<file path="src/rtl/seven_seg_scanner.sv">
// rtl/seven_seg_scanner.sv - multiplexed common-anode 7-segment scanner with double-buffered loads
//
// Scans N_DIG digits, one slot of CLK_DIV clocks per digit. Each slot begins with
// DEAD clocks of all anodes off to stop ghosting. Display data comes from an active
// buffer that only changes at a frame boundary, so a frame never mixes two loads.
//
// Optional feature: define SEVSEG_BRIGHTNESS_EN to turn on brightness control from
// `bright`. When it is not defined, `bright` is ignored and each digit is on for the
// whole slot after the dead time.
//
// Ports:
//   clk100MHZ   in   1        system clock, rising edge
//   rst_n       in   1        synchronous reset, active low
//   dig         in   4*N_DIG  hex nibble per digit, [3:0] = digit 0 (rightmost)
//   dp          in   N_DIG    decimal point per digit, 1 = lit
//   blank       in   N_DIG    force digit dark, 1 = dark
//   lz_en       in   1        leading-zero suppression enable
//   load        in   1        strobe: capture dig/dp/blank/lz_en into the pending buffer
//   bright      in   3        duty 0..7 (SEVSEG_BRIGHTNESS_EN only)
//   SEG         out  8        active-low segments, [0]=a .. [6]=g, [7]=dp
//   AN          out  N_DIG    active-low digit enables
//   frame_start out  1        one-cycle pulse as the digit 0 slot begins

module seven_seg_scanner #(
    parameter int N_DIG   = 8,
    parameter int CLK_DIV = 5000,
    parameter int DEAD    = 16
) (
    input  logic               clk100MHZ,
    input  logic               rst_n,
    input  logic [4*N_DIG-1:0] dig,
    input  logic [N_DIG-1:0]   dp,
    input  logic [N_DIG-1:0]   blank,
    input  logic               lz_en,
    input  logic               load,
    input  logic [2:0]         bright,
    output logic [7:0]         SEG,
    output logic [N_DIG-1:0]   AN,
    output logic               frame_start
);

    localparam int DIV_W = $clog2(CLK_DIV);
    localparam int IDX_W = $clog2(N_DIG);

    localparam logic [DIV_W-1:0] DIV_LAST = DIV_W'(CLK_DIV - 1);
    localparam logic [DIV_W-1:0] DEAD_C   = DIV_W'(DEAD);
    localparam logic [IDX_W-1:0] IDX_LAST = IDX_W'(N_DIG - 1);

    // Scan position
    logic [DIV_W-1:0]   div_cnt_q, div_cnt_d;
    logic [IDX_W-1:0]   idx_q, idx_d;

    // Active (displayed) and pending buffers
    logic [4*N_DIG-1:0] act_dig_q, act_dig_d;
    logic [N_DIG-1:0]   act_dp_q, act_dp_d;
    logic [N_DIG-1:0]   act_blank_q, act_blank_d;
    logic               act_lz_q, act_lz_d;
    logic [4*N_DIG-1:0] pnd_dig_q, pnd_dig_d;
    logic [N_DIG-1:0]   pnd_dp_q, pnd_dp_d;
    logic [N_DIG-1:0]   pnd_blank_q, pnd_blank_d;
    logic               pnd_lz_q, pnd_lz_d;
    logic               pend_q, pend_d;

    // Registered outputs
    logic [7:0]         seg_q, seg_d;
    logic [N_DIG-1:0]   an_q, an_d;
    logic               fs_q, fs_d;

    logic               tick;
    logic               boundary;
    logic               duty_on;
    logic [N_DIG-1:0]   supp;
    logic               upper_zero;
    logic [3:0]         cur_nib;
    logic               cur_dark;

    function automatic logic [6:0] hex_to_seg(input logic [3:0] h);
        logic [6:0] s;
        case (h)
            4'h0: s = 7'h40;
            4'h1: s = 7'h79;
            4'h2: s = 7'h24;
            4'h3: s = 7'h30;
            4'h4: s = 7'h19;
            4'h5: s = 7'h12;
            4'h6: s = 7'h02;
            4'h7: s = 7'h78;
            4'h8: s = 7'h00;
            4'h9: s = 7'h10;
            4'hA: s = 7'h08;
            4'hB: s = 7'h03;
            4'hC: s = 7'h46;
            4'hD: s = 7'h21;
            4'hE: s = 7'h06;
            default: s = 7'h0E;
        endcase
        return s;
    endfunction

    assign tick     = (div_cnt_q == DIV_LAST);
    assign boundary = tick && (idx_q == IDX_LAST);

    // Slot timing
    always_comb begin
        div_cnt_d = tick ? '0 : div_cnt_q + 1'b1;
        idx_d     = idx_q;
        if (tick) begin
            idx_d = (idx_q == IDX_LAST) ? '0 : idx_q + 1'b1;
        end
    end

`ifdef SEVSEG_BRIGHTNESS_EN
    localparam int LIM_W = DIV_W + 1;
    logic [2:0]       bright_q;
    logic [2:0]       bright_eff;
    logic [LIM_W-1:0] on_lim;

    // The value presented on the first cycle of a slot governs the whole slot.
    assign bright_eff = (div_cnt_q == '0) ? bright : bright_q;
    assign on_lim     = LIM_W'((int'(bright_eff) + 1) * (CLK_DIV / 8));
    assign duty_on    = ({1'b0, div_cnt_q} < on_lim);

    always_ff @(posedge clk100MHZ) begin
        if (!rst_n) begin
            bright_q <= '0;
        end else if (div_cnt_q == '0) begin
            bright_q <= bright;
        end
    end
`else
    logic unused_bright;
    assign unused_bright = ^bright;
    assign duty_on       = 1'b1;
`endif

    // Buffer management: loads land in pending, pending moves to active only at the
    // frame boundary. A load on the boundary cycle bypasses pending so it is not lost.
    always_comb begin
        act_dig_d   = act_dig_q;
        act_dp_d    = act_dp_q;
        act_blank_d = act_blank_q;
        act_lz_d    = act_lz_q;
        pnd_dig_d   = pnd_dig_q;
        pnd_dp_d    = pnd_dp_q;
        pnd_blank_d = pnd_blank_q;
        pnd_lz_d    = pnd_lz_q;
        pend_d      = pend_q;
        if (boundary) begin
            if (load) begin
                act_dig_d   = dig;
                act_dp_d    = dp;
                act_blank_d = blank;
                act_lz_d    = lz_en;
            end else if (pend_q) begin
                act_dig_d   = pnd_dig_q;
                act_dp_d    = pnd_dp_q;
                act_blank_d = pnd_blank_q;
                act_lz_d    = pnd_lz_q;
            end
            pend_d = 1'b0;
        end else if (load) begin
            pnd_dig_d   = dig;
            pnd_dp_d    = dp;
            pnd_blank_d = blank;
            pnd_lz_d    = lz_en;
            pend_d      = 1'b1;
        end
    end

    // Leading-zero suppression: digit i>0 is dark when it and every digit above it is 0.
    always_comb begin
        supp       = '0;
        upper_zero = 1'b0;
        for (int i = 1; i < N_DIG; i++) begin
            upper_zero = 1'b1;
            for (int j = i; j < N_DIG; j++) begin
                if (act_dig_q[4*j +: 4] != 4'h0) begin
                    upper_zero = 1'b0;
                end
            end
            supp[i] = act_lz_q && upper_zero;
        end
    end

    // Output decode for the digit currently being scanned
    always_comb begin
        cur_nib  = act_dig_q[4*idx_q +: 4];
        cur_dark = act_blank_q[idx_q] || supp[idx_q];
        seg_d    = cur_dark ? 8'hFF : {~act_dp_q[idx_q], hex_to_seg(cur_nib)};
        an_d     = '1;
        if ((div_cnt_q >= DEAD_C) && duty_on) begin
            an_d[idx_q] = 1'b0;
        end
        fs_d = boundary;
    end

    always_ff @(posedge clk100MHZ) begin
        if (!rst_n) begin
            div_cnt_q   <= '0;
            idx_q       <= '0;
            act_dig_q   <= '0;
            act_dp_q    <= '0;
            act_blank_q <= '0;
            act_lz_q    <= 1'b0;
            pnd_dig_q   <= '0;
            pnd_dp_q    <= '0;
            pnd_blank_q <= '0;
            pnd_lz_q    <= 1'b0;
            pend_q      <= 1'b0;
            seg_q       <= 8'hFF;
            an_q        <= '1;
            fs_q        <= 1'b0;
        end else begin
            div_cnt_q   <= div_cnt_d;
            idx_q       <= idx_d;
            act_dig_q   <= act_dig_d;
            act_dp_q    <= act_dp_d;
            act_blank_q <= act_blank_d;
            act_lz_q    <= act_lz_d;
            pnd_dig_q   <= pnd_dig_d;
            pnd_dp_q    <= pnd_dp_d;
            pnd_blank_q <= pnd_blank_d;
            pnd_lz_q    <= pnd_lz_d;
            pend_q      <= pend_d;
            seg_q       <= seg_d;
            an_q        <= an_d;
            fs_q        <= fs_d;
        end
    end

    assign SEG         = seg_q;
    assign AN          = an_q;
    assign frame_start = fs_q;

endmodule

</file>
<file path="config.mk">
export PLATFORM = sky130hd
export DESIGN_NAME = seven_seg_scanner
export DESIGN_NICKNAME = d
export VERILOG_FILES = /design/src/rtl/seven_seg_scanner.sv
export SDC_FILE = /design/constraint.sdc
export NUM_CORES = 1
export LEC_CHECK = 0
export ABC_AREA = 1
export BUFFER_PORTS_ARGS = -buffer_cell sky130_fd_sc_hd__clkbuf_2
export CAP_MARGIN = 10
export CORE_ASPECT_RATIO = 0.8
export CORE_MARGIN = 3
export CORE_UTILIZATION = 40
export CTS_BUF_LIST = sky130_fd_sc_hd__clkbuf_2
export CTS_CLUSTER_SIZE = 10
export DETAILED_ROUTE_END_ITERATION = 8
export SYNTH_ARGS = -nofsm -noshare
export SYNTH_HDL_FRONTEND = slang
export SYNTH_SLANG_ARGS = --single-unit
</file>
<file path="constraint.sdc">
create_clock -name clk100MHZ -period 2.6 [get_ports clk100MHZ]
set_clock_uncertainty 0.1 [all_clocks]
set_input_delay 0.13 -clock clk100MHZ [delete_from_list [all_inputs] [get_ports clk100MHZ]]
set_output_delay 0.13 -clock clk100MHZ [all_outputs]
set_load 0.01 [all_outputs]
</file>
==> flow_summary.toml <==
[timing]
timing.final.ws_setup_ns = 0.173
worstMarginPinSlew_ns = 0.686
final_period_minus_worst_setup_slack_ns = 2.43
setup_tns_ns = 0
drv_slew = 0
setup_repair_after_global_routing_missed_its_margin = "no"
setup-violations-final = 0
max_freq_mhz = 412
fin_worst_hold_slack_ns = 0.249
relSlewSlack_pct = 54.3
finalHoldViolations = 0
fin_crit_sh_pct = 93.3

[floorplanning]
floorplan.die.width_um = 152
pin_count = 72
num_rows = 42
die_area_um2 = 18700
die_y_um = 123
floorplan.core_area_um2 = 16700
floorplan.initialDensity_pct = 41.1

[final_layout]
final_core_util_pct = 51.7
mostFrequentLayoutCell = "sky130_fd_sc_hd__nand2_1"
layout-area-overhead-vs-synth_pct = 25.8
n_antenna_cell = 0
fraction_of_final_layout_cells_sized_beyond_drive_strength_1_pct = 14.9
layout.cells.most_common_list = "sky130_fd_sc_hd__nand2_1, sky130_fd_sc_hd__nor2_1, sky130_fd_sc_hd__inv_1, sky130_fd_sc_hd__dfxtp_1, sky130_fd_sc_hd__dlygate4sd3_1"
fillers = 1653
layout.nets = 1203
count_of_non_filler_cells_in_the_finished_layout = 1371

[global_route]
number_of_antenna_violations_at_the_first_check_in_global_routing = 0
maximum_number_of_pins_on_one_net_before_global_route_repair = 101
groute.usage.overall_pct = 17.7
first_global_vias = 5650
globalRouteOverflowTotal = 0
grt_pass1_wl_um = 27200

[pwr]
power_density_nw_per_um2 = 440
internal-power_w = 0.00279
switching_component_of_the_power_w = 0.00101
power_switching_share_pct = 26.5
share_comb_of_total_power_pct = 12.2
power.share.clock_pct = 31.9
p_seq_share_pct = 55.9
vdd.ir_drop.worst_uv = 296
power.leakage_nw = 3.91

[clock_network]
cts-root-buf = "sky130_fd_sc_hd__clkbuf_2"
insertion_delay_ns = 0.72
cts_htree_levels = 4
cts_made_buffers = 17
cts_tree = "built"
sinks_on_clock_net = 132
clkSlewWorstSetupHoldPaths_ns = 0.20
clk_path_buf_depth = 2

[logic_synthesis]
netlist_area_um2 = 6850
post_synthesis_cell_type_with_the_largest_combined_area = "sky130_fd_sc_hd__dfxtp_1"
yosysSeqAreaShare_pct = 38.6
post_synthesis_average_cell_area_um2 = 6.90
ys.warnings.count = 0
gate_count_of_the_mapped_netlist = 993
synthesis.nets = 1058
yosys-top-cells-area = "sky130_fd_sc_hd__dfxtp_1, sky130_fd_sc_hd__nand2_1, sky130_fd_sc_hd__nor2_1"
ys_ff_latch = 132
synth_top_area_share_pct = 38.6
netlist-cell-type-count = 29

[min_path]
timing.hold.worst.class = "input port to flip-flop"
timing.hold.worst_path_depth = 5

[setup_path]
path_max_fanout = 50
setup.worst_path.start_class = "flip-flop"
reg2reg_slack_ns = 0.17
r2r-start = "idx_q[0]"
timing.critical_path.required_ns = 3.17
timing.critical_path.from = "idx_q[0]"
critical_path_class = "flip-flop to flip-flop"
critical_path.cell_chain = "buf_4, ha_1, ha_2, nand3_4, buf_16, nand3b_1, nand2_1, dlygate4sd3_1, nor2_1"
r2r.worst_path.cells = 9
timing.critical_path.slowest_stage_cell = "sky130_fd_sc_hd__dlygate4sd3_1"
end_kind = "flip-flop"
worst_ep_arrival_time_ns = 3.00
cpPeakStageDelay_ns = 0.59
worst_setup_path_endpoint = "pnd_dig_q[8]"
rr_endpoint = "pnd_dig_q[8]"

[placement]
post-place-ws_ns = 0.354
place.detailed.hpwl_um = 10500
gp_congestion = 0.872
portBuffers = 68
dpl.cell_count = 1238

[routing]
per_cell_via_count_in_the_routed_design = 4.62
vias = 6330
avgRoutedWirePerCell_um = 12.3
detail_route.wirelength_um = 16900
drt_iter0_markers = 457
count_of_tritonroute_iterations_in_the_first_routing_pass = 5
ant_nets = 0
drc_errors = 0

[outcome]
status = "finished clean"

[run]
drv.max_cap_violation_count = 0
==> cells by family after synthesis <==
group | synth area share (%)
and+or+nand+nor | 31.3
buffers and inverters | 11.1
DFF | 38.6
AOI/OAI and AO/OA | 8.38
muxes | 8.05
adders and majority gates | 1.83
xor gates and xnor gates | 0.767
==> worst min path at each step <==
stage	startpoint	slack [ns]	endpoint
global placement	load	0.34	pend_q
global route	load	0.17	pend_q
detailed placement	load	0.36	pend_q
floorplan	load	0.17	pend_q
CTS	load	0.15	pend_q
finish	dig[2]	0.25	act_dig_q[2]
==> power by group through the flow <==
stage | Clock, W | Sequential, W | Combinational [W]
2_1_floorplan | 0 | 0.00216 | 0.000243
5_1_grt | 0.00135 | 0.00213 | 0.000517
3_3_place_gp | 0 | 0.00216 | 0.000338
6_report | 0.00121 | 0.00212 | 0.000464
4_1_cts | 0.00126 | 0.00212 | 0.000461
3_5_place_dp | 0 | 0.00216 | 0.000341
==> cell type report <==
cell class	count	area, µm²	area share, %
repair buffers	181	1500	17.5
well taps	220	275	3.19
multi-input cells	673	3470	40.3
flip-flops and latches	132	2640	30.7
clock inverters	15	140	1.63
inverters	133	499	5.79
clock buffers	17	85.1	0.987
==> repair_timing <==
| item | CTS | global route |
|---|---|---|
| endpoints found under the hold margin | 131 | 0 |
| setup endpoints to repair | 0 | 26 |
| hold buffers | 100 | 0 |
| resized for setup | 0 | 4 |
| setup buffers | 0 | 0 |
==> per-stage QoR <==
step	area, µm²	power, W
5_1_grt	8620	0.00400
3_5_place_dp	7350	0.00250
6_report	8620	0.00379
3_3_place_gp	7350	0.00249
4_1_cts	8580	0.00384
2_1_floorplan	6850	0.00240
==> routing by layer <==
metal	vias to the layer above	GRT usage (%)	wire, µm
li1	3400	-	-
met1	2813	25.6	8760
met2	102	26.2	7180
met3	15	4.16	776
met4	0	5.28	149
met5	-	0	0
==> critical path, delay by kind of cell (launching register included) <==
| kind | cells | cell delay [ns] |
|---|---|---|
| AND/OR/NAND/NOR | 4 | 0.40 |
| flip-flops | 1 | 0.38 |
| buffers and inverters | 3 | 1.06 |
| adder cells (fa/ha/maj) | 2 | 0.40 |
==> registers in the layout, summed over array words and instances (netlist names) <==
register	flops
act_dig_q	32
pnd_dig_q	32
div_cnt_q	13
AN	8
SEG	8
act_blank_q	8
act_dp_q	8
pnd_blank_q	8
pnd_dp_q	8
idx_q	3
act_lz_q	1
frame_start	1
pend_q	1
pnd_lz_q	1
==> cell usage after synthesis (all sizes together) <==
| cell | instances |
|---|---|
| xnor2 | 1 |
| buf | 36 |
| o22ai | 1 |
| o21a | 1 |
| nor3 | 3 |
| a22oi | 1 |
| nor4 | 1 |
| nand3b | 52 |
| nor3b | 2 |
| nand3 | 35 |
| nand4 | 7 |
| or2 | 2 |
| clkbuf | 19 |
| o21ai | 55 |
| ha | 10 |
| a211oi | 1 |
| dfxtp | 132 |
| nor2 | 154 |
| mux2 | 49 |
| inv | 133 |
| xor2 | 5 |
| a21oi | 54 |
| nand2 | 239 |
Power figures use the tool's default switching activity.
